**src/rtl/tl_phase_sched.sv**
```systemverilog
// Timed eight-phase intersection scheduler with protected left turns.
// Greens gap-out or max-out after a minimum; yellows run a fixed time.
module tl_phase_sched #(
    parameter int YEL_CYC = 3,
    parameter int MIN_GRN = 4,
    parameter int MAX_GRN = 16,
    parameter int CNT_W   = 5
) (
    input  logic       clk,
    input  logic       reset_n,
    input  logic       Ta,
    input  logic       Tb,
    input  logic       Tal,
    input  logic       Tbl,
    output logic [1:0] La,
    output logic [1:0] Lb,
    output logic [2:0] state
);

    typedef enum logic [2:0] {
        S0, S1, S2, S3, S4, S5, S6, S7
    } st_t;

    localparam logic [CNT_W-1:0] MIN_M1 = CNT_W'(MIN_GRN - 1);
    localparam logic [CNT_W-1:0] MAX_M1 = CNT_W'(MAX_GRN - 1);
    localparam logic [CNT_W-1:0] YEL_M1 = CNT_W'(YEL_CYC - 1);

    localparam logic [1:0] GRN = 2'b00;
    localparam logic [1:0] YEL = 2'b01;
    localparam logic [1:0] RED = 2'b10;
    localparam logic [1:0] ARW = 2'b11;

    st_t             st_q;
    st_t             st_d;
    logic [CNT_W-1:0] cnt;
    logic            al_pend;
    logic            bl_pend;
    logic            sens;
    logic            grn_exit;
    logic            yel_exit;

    always_comb begin
        sens = 1'b0;
        unique case (st_q)
            S0:      sens = Ta;
            S2:      sens = Tal;
            S4:      sens = Tb;
            S6:      sens = Tbl;
            default: sens = 1'b0;
        endcase
    end

    assign grn_exit = (cnt >= MIN_M1) && (!sens || cnt == MAX_M1);
    assign yel_exit = (cnt == YEL_M1);

    always_comb begin
        st_d = st_q;
        unique case (st_q)
            S0: if (grn_exit) st_d = S1;
            S1: if (yel_exit) st_d = (al_pend | Tal) ? S2 : S4;
            S2: if (grn_exit) st_d = S3;
            S3: if (yel_exit) st_d = S4;
            S4: if (grn_exit) st_d = S5;
            S5: if (yel_exit) st_d = (bl_pend | Tbl) ? S6 : S0;
            S6: if (grn_exit) st_d = S7;
            S7: if (yel_exit) st_d = S0;
            default: st_d = S0;
        endcase
    end

    always_ff @(posedge clk or negedge reset_n) begin
        if (!reset_n) begin
            st_q    <= S0;
            cnt     <= '0;
            al_pend <= 1'b0;
            bl_pend <= 1'b0;
        end else begin
            st_q    <= st_d;
            al_pend <= (st_q == S2) ? 1'b0 : (al_pend | Tal);
            bl_pend <= (st_q == S6) ? 1'b0 : (bl_pend | Tbl);
            // timer restarts on every phase change, saturates otherwise
            if (st_d != st_q)
                cnt <= '0;
            else if (cnt != {CNT_W{1'b1}})
                cnt <= cnt + 1'b1;
        end
    end

    always_comb begin
        La = RED;
        Lb = RED;
        unique case (st_q)
            S0: La = GRN;
            S1: La = YEL;
            S2: La = ARW;
            S3: La = YEL;
            S4: Lb = GRN;
            S5: Lb = YEL;
            S6: Lb = ARW;
            S7: Lb = YEL;
            default: begin
                La = RED;
                Lb = RED;
            end
        endcase
    end

    assign state = st_q;

endmodule

```
**config.mk**
```make
export PLATFORM = sky130hd
export DESIGN_NAME = tl_phase_sched
export DESIGN_NICKNAME = d
export VERILOG_FILES = /design/src/rtl/tl_phase_sched.sv
export SDC_FILE = /design/constraint.sdc
export NUM_CORES = 1
export LEC_CHECK = 0
export BUFFER_PORTS_ARGS = -buffer_cell sky130_fd_sc_hd__clkbuf_2
export CORE_MARGIN = 8
export CORE_UTILIZATION = 45
export DETAILED_ROUTE_END_ITERATION = 10
export PLACE_DENSITY_LB_ADDON = 0.25
export SYNTH_ARGS = -nofsm -noshare
export SYNTH_HDL_FRONTEND = slang
export SYNTH_SLANG_ARGS = --single-unit
```
**constraint.sdc**
```tcl
create_clock -name clk -period 4.48 [get_ports clk]
set_input_delay 0.448 -clock clk [delete_from_list [all_inputs] [get_ports clk]]
set_output_delay 0.448 -clock clk [all_outputs]
set_load 0.005 [all_outputs]
```
==> summary.md, run 1 <==
| Metric | Value |
|---|---|
| Vias/cell | 5.35 |
| CTS tree | built |
| Setup bufs post-CTS | 0 |
| Starting Density | 48.6% |
| HP Class | in2async |
| Die ar. | 2890 um^2 |
| Final Core Density | 56.1% |
| Max Root-Sink Buffers | 2 |
| Fillers | 130 |
| Number of core rows | 13 |
| FF+latch count, synth | 10 |
| # diodes | 0 |
| Slew Viols, Final | 0 |
| Core Footprint | 1320 um^2 |
| Max-slew headroom | 69.8% |
| Clock Sinks | 10 |
| Power Dens Cells | 736 nW/um^2 |
| Final HPWL DP | 1030 um |
| Initial antenna violation count | 0 |
| Mapped Avg Cell Area | 10.2 um^2 |
| CTS Hold Bufs | 0 |
| GRT overflow | 0 |
| Pleak | 0.000351 uW |
| Placer congestion estimate | 0.773 |
| Max cap viols | 0 |
| Final net count | 87 |
| Fmax | 528 MHz |
| Placed Area | 703 um^2 |
| CTS resizes | 0 |
| Clk root buf | clkbuf_4 |
| Total CTS buffers | 3 |
| Clock slew at reported path FFs | 70 ps |
| Hold Violations, Final | 0 |
| Post-Route Skew | 6.99 ps |
| Syn nets | 73 |
| Final WL | 1370 um |
| Vias in the first global route | 501 |
| Startpoint types | flop |
| Worst path required time | 4630 ps |
| Worst setup EP type | flop |
| Setup TNS | 0 ps |
| Synth Cell Area | 641 um^2 |
| Tcrit/Tclk final | 42.2% |
| GRT Util Overall | 10.7% |
| R2R cell count | 6 |
| RSZ-0062 raised after global routing | false |
| Chip Width | 53.7 um |
| Status | finished, final reports clean |
| Pin count of the biggest net entering global routing | 14 |
| Distinct cell type count of the synthesized netlist | 30 |
| Wirelength per Cell | 15.1 um |
| Yosys warns | 0 |
| Die H | 53.7 um |
| Worst Tran Pin Value | 450 ps |
| Top-level I/O count | 13 |
| Setup ws final | 2590 ps |
| Mapped Cells | 63 |
| Vias | 487 |
| WHS | 28.3 ps |
| Antenna Violating Nets Remaining | 0 |
| Clk_lat worst skew | 270 ps |
| Register area share after synthesis | 39.1% |
| Finish-stage setup viols | 0 |
| Global-route wire length before repair | 2230 um |
| Share of layout cells above drive strength 1 | 32.9% |
| CP Class | reg2reg |
| Residual DRC | 0 |
| Worst slack at placement | 2580 ps |
| Syn-to-layout area delta | 15.4% |
| Initial DRC Count | 6 |
| Crit path DAT | 2040 ps |
| Tmin final | 1890 ps |
| Worst VDD drop | 341 uV |
| Port bufs | 12 |
| H-tree depth | 1 |
| Finished Cell Area | 739 um^2 |
| DR pass1 iterations | 4 |
| CP max FO | 6 |
[area by class of cell]
cell class,count,area [um^2],share of cell area [%]
clock buffers,4,36.3,4.91
inverters,3,11.3,1.52
multi-input cells,47,363,49.1
flip-flops and latches,10,250,33.8
well taps,15,18.8,2.54
repair buffers,12,60.1,8.12
[cell families (layout without fill, tap and decap cells)]
group                    count (synthesis)  after routing  share of synthesized area, %
AO/OA/AOI/OAI                            9              9                          10.4
XOR/XNOR                                 3              3                          4.10
adder cells (fa/ha/maj)                  4              4                          7.81
buffers and inverters                    6             19                          4.30
flip-flops                              10             10                          39.1
multiplexers                             3              3                          4.69
AND/OR/NAND/NOR                         28             28                          29.7
[routing by layer]
layer	vias to the layer above	track usage [%]	wire length (um)	part of all wire, %
met5	-	0	0	0
met2	7	17.8	715	52
met4	0	7.56	23	1.7
met1	233	12.1	582	42
li1	243	-	-	-
met3	4	1.65	48	3.5
[worst paths after layout]
path	slack (ps)	start	to
worst max-delay path	2590	cnt[0]$_DFFE_PN0P_	state[0]$_DFF_PN0_
worst min-delay path	30	reset_n	al_pend$_DFF_PN0_
worst max register to register	2590	cnt[0]$_DFFE_PN0P_	state[0]$_DFF_PN0_
worst min register to register	540	al_pend$_DFF_PN0_	al_pend$_DFF_PN0_
max in group asynchronous	4240	reset_n	cnt[4]$_DFFE_PN0P_
min in group clk	490	Tal	al_pend$_DFF_PN0_
[critical path: stages (launching register included)]
cell and delay, ps:
dfrtp_1 460, ha_1 260, and3_2 230, ha_1 200
nor3b_1 330, nor4_4 120, o21bai_1 170
[placed cells by master (no fill, tap or decap), types with 2 or more instances in the layout]
cell / synthesis / final
nor3_2: 4 / 4
nor2_1: 9 / 9
nand2_1: 4 / 4
a21oi_1: 2 / 2
ha_1: 4 / 4
xor2_1: 2 / 2
nor2b_1: 2 / 2
dfrtp_1: 10 / 10
clkbuf_4: 0 / 3
mux2i_1: 3 / 3
clkbuf_2: 0 / 12
inv_1: 3 / 3
[cells in the mapped netlist, drive strengths merged]
library cell   n  area share (%)
dfrtp         10              39
nor2           9             5.3
nor3           5             7.0
ha             4             7.8
nand2          4             2.3
a21oi          3             4.1
inv            3             1.8
mux2i          3             4.7
buf            2             2.0
nor2b          2             2.0
o21ai          2             1.6
xor2           2             2.7
a31oi          1            0.98
and2           1            0.98
and3           1             1.2
clkbuf         1            0.59
nand2b         1            0.98
nand4b         1             1.4
nor3b          1             1.2
nor4           1             3.3
nor4b          1             2.3
o211ai         1             1.2
o21bai         1             1.2
o311ai         1             1.4
or4            1             1.8
xnor2          1             1.4
[through the flow]
| step | power, uW | cells |
|---|---|---|
| floorplan | 392 | 63 |
| global placement | 456 | 87 |
| detailed placement | 465 | 87 |
| CTS | 552 | 91 |
| global route | 591 | 91 |
| finish | 544 | 91 |
[power breakdown]
group | internal, uW | total, uW | switching, uW
clock | 49.4 | 81.4 | 32.1
combinational | 128 | 253 | 125
sequential | 132 | 209 | 76.9
total | 310 | 544 | 234
[registers in the layout, summed over array words and instances, names as in the netlist]
name,flops
cnt,5
al_pend,1
state,3
bl_pend,1
Note: power is estimated with default switching activity, not from simulation.
==> run 2, diff against run 1 <==
Clock period 4.48 ns to 1.55 ns, I/O delays scaled along.
==> run 2 against run 1 <==
The flow now finishes with violations (setup timing). Largest power group unchanged. Sequential cell count is the same. Routed wire length grew 2.2%. Critical path type unchanged. Cell count is 11% higher.
==> summary.md, run 2 (synthesized netlist as in run 1, its figures left out) <==
| Metric | Value |
|---|---|
| Status | complete, but fails checks |
| Failing checks | setup timing |
| GRT overflow | 0 (unchanged) |
| Final WL | 1400 um (+2.2%) |
| WP buf/inv | 0 (unchanged) |
| Final HPWL DP | 1140 um (+10%) |
| Tcrit/Tclk final | 104% (+62 points) |
| Final net count | 97 (+11%) |
| Hold Violations, Final | 0 (unchanged) |
| Residual DRC | 0 (unchanged) |
| Power Dens Cells | 2040 nW/um^2 (+180%) |
| WHS | 220 ps (+191 ps) |
| Clock slew at reported path FFs | 60 ps (about the same) |
| Reg-to-reg endpoint | state[0]$_DFF_PN0_ |
| Pin count of the biggest net entering global routing | 14 (unchanged) |
| Sequential Power Share | 31.4% (-7.0 points) |
| Placed Cells | 96 (+10%) |
| Share of layout cells above drive strength 1 | 46.5% (+14 points) |
| HP Class | in2reg |
| Crit path DAT | 1810 ps (-230 ps) |
| Largest reg by FF count | cnt |
| Comb power frac | 55.6% (+9.0 points) |
| Finish-stage setup viols | 6 (+6) |
| GRT Util Overall | 11.5% (+0.89 points) |
| Commonest non-fill, non-tap cell in the layout | clkbuf_2 |
| RSZ-0062 raised after global routing | true |
| Crit-path max cell delay | 450 ps (about the same) |
| Slew Viols, Final | 0 (unchanged) |
| Starting Density | 48.6% (unchanged) |
| Core Footprint | 1320 um^2 (unchanged) |
| Commonest cells after routing, fill and taps aside | clkbuf_2, nor2_1, dfrtp_1, buf_4, nor3_2 |
| DR pass1 iterations | 4 (unchanged) |
| Vias | 526 (+8.0%) |
| NetSw | 720 uW (+210%) |
| Setup ws final | -65.1 ps (-2650 ps) |
| Max Root-Sink Buffers | 2 (unchanged) |
| Syn-to-layout area delta | 34.2% |
| Crit path to | state[0]$_DFF_PN0_ |
| Initial antenna violation count | 0 (unchanged) |
| R2R Setup Slk | -70 ps (-2650 ps) |
| Initial DRC Count | 12 (+6) |
| Max-slew headroom | 67.0% (-2.8 points) |
| Die H | 53.7 um (unchanged) |
| Wirelength per Cell | 13.9 um (-7.9%) |
| Int Power | 1030 uW (+230%) |
| Final Core Density | 65.2% (+9.1 points) |
| CTS tree | built |
| CP Depth | 6 (unchanged) |
| Clock Sinks | 10 (unchanged) |
| Max cap viols | 0 (unchanged) |
| # diodes | 0 (unchanged) |
| Crit path top cell by count | ha_4 |
| Chip Width | 53.7 um (unchanged) |
| Clk_lat worst skew | 260 ps (about the same) |
| CP max FO | 6 (unchanged) |
| Register Area | 251 um^2 (+0.50%) |
| Vias/cell | 5.21 (-2.7%) |
| Max reg flops | 5 (unchanged) |
| Startpoint types | flop |
| Reg2Reg Launch Point | cnt[1]$_DFFE_PN0P_ |
| Antenna Violating Nets Remaining | 0 (unchanged) |
| Worst path required time | 1740 ps (-2890 ps) |
| Fmax | 619 MHz (+17%) |
| CP Class | reg2reg |
| Number of core rows | 13 (unchanged) |
| Setup bufs post-CTS | 0 (unchanged) |
| CP top delay family | simple AND/OR/NAND/NOR gates |
| Vias in the first global route | 498 (-0.60%) |
| Post-Route Skew | 0.845 ps (-6.15 ps) |
| Fillers | 104 (-20%) |
| Worst VDD drop | 894 uV (+160%) |
| CP startpoint | cnt[1]$_DFFE_PN0P_ |
| Worst setup EP type | flop |
| Die ar. | 2890 um^2 (unchanged) |
| Global-route wire length before repair | 2350 um (+5.3%) |
| Clk root buf | clkbuf_4 |
| Placer congestion estimate | 0.827 (+7.0%) |
| R2R cell count | 6 (unchanged) |
| Clock power frac | 13.1% (-1.9 points) |
| Area of the multi-input gates | 404 um^2 (+11%) |
| Cell breakdown of the critical path | ha_4, and3_4, ha_4, nor3b_2, nor4_4, o21bai_1 |
| Pleak | 0.000405 uW (+15%) |
| Switching Fraction | 41.1% (-2.0 points) |
| Layout Cells excl Fill | 101 (+11%) |
| Tmin final | 1620 ps (-277 ps) |
| Total CTS buffers | 3 (unchanged) |
| Port bufs | 12 (unchanged) |
| Top-level I/O count | 13 (unchanged) |
| Slowest-stage cell, CP | nor4_4 |
| Worst Tran Pin Value | 492 ps (+41.8 ps) |
| H-tree depth | 1 (unchanged) |
[run 2: cell count changes in the layout (fill, tap and decap cells not counted), sizes merged]
cell         before  now
buf               0    9
dlygate4sd3       0    1
[run 2: tightest hold or removal path, cell delays in order]
cell and delay, ps:
clkbuf_2 120, nor2_1 70, nor2_1 100
[run 2: worst min path at each step]
stage	start	to	cells after the start	slack [ps]
final	Tal	al_pend$_DFF_PN0_	3	220
after global routing	Tal	al_pend$_DFF_PN0_	3	260
after CTS	Tal	al_pend$_DFF_PN0_	3	220
after detailed placement	reset_n	cnt[1]$_DFFE_PN0P_	1	30
after global placement	reset_n	cnt[1]$_DFFE_PN0P_	1	30
after floorplan	reset_n	al_pend$_DFF_PN0_	0	-140
[run 2: stage by stage]
stage | power (uW) | area, um^2 | setup WS, ps | TNS, ps
2_1_floorplan | 1170 | 671 | -61.1 | -271
3_3_place_gp | 1480 | 801 | -11.2 | -27.6
3_5_place_dp | 1520 | 801 | -79.7 | -402
4_1_cts | 1750 | 847 | -88.0 | -416
5_1_grt | 1910 | 860 | -144 | -783
6_report | 1750 | 860 | -65.1 | -236
[run 2: per-layer routing]
layer  track usage [%]  vias up  share of wire (%)
met2              17.0       13                 47
li1                  -      266                  -
met1              14.3      243                 47
met3              3.31        4                4.1
met4              7.56        0                2.3
met5                 0        -                  0
[run 2: area by class of cell]
class / count / share of cell area, %
Timing Repair Buffer: 22 / 16.0
Multi-Input combinational cell: 47 / 47.0
Inverter: 3 / 1.31
Tap cell: 15 / 2.18
Sequential cell: 10 / 29.3
Clock buffer: 4 / 4.22
[run 2: power groups by stage]
stage                     Sequential, uW  Combinational, uW  Clock (uW)
final                                550                975         229
after global routing                 572               1080         256
after CTS                            539                976         238
after detailed placement             545                971           0
after global placement               530                953           0
after floorplan                      522                645           0
[run 2: what timing repair did]
| item | CTS | global route |
|---|---|---|
| endpoints found under the setup margin | 6 | 7 |
| pin swaps | 2 | 2 |
| hold endpoints to repair | 10 | 0 |
| hold buffers | 1 | 0 |
| gates resized for setup | 0 | 2 |
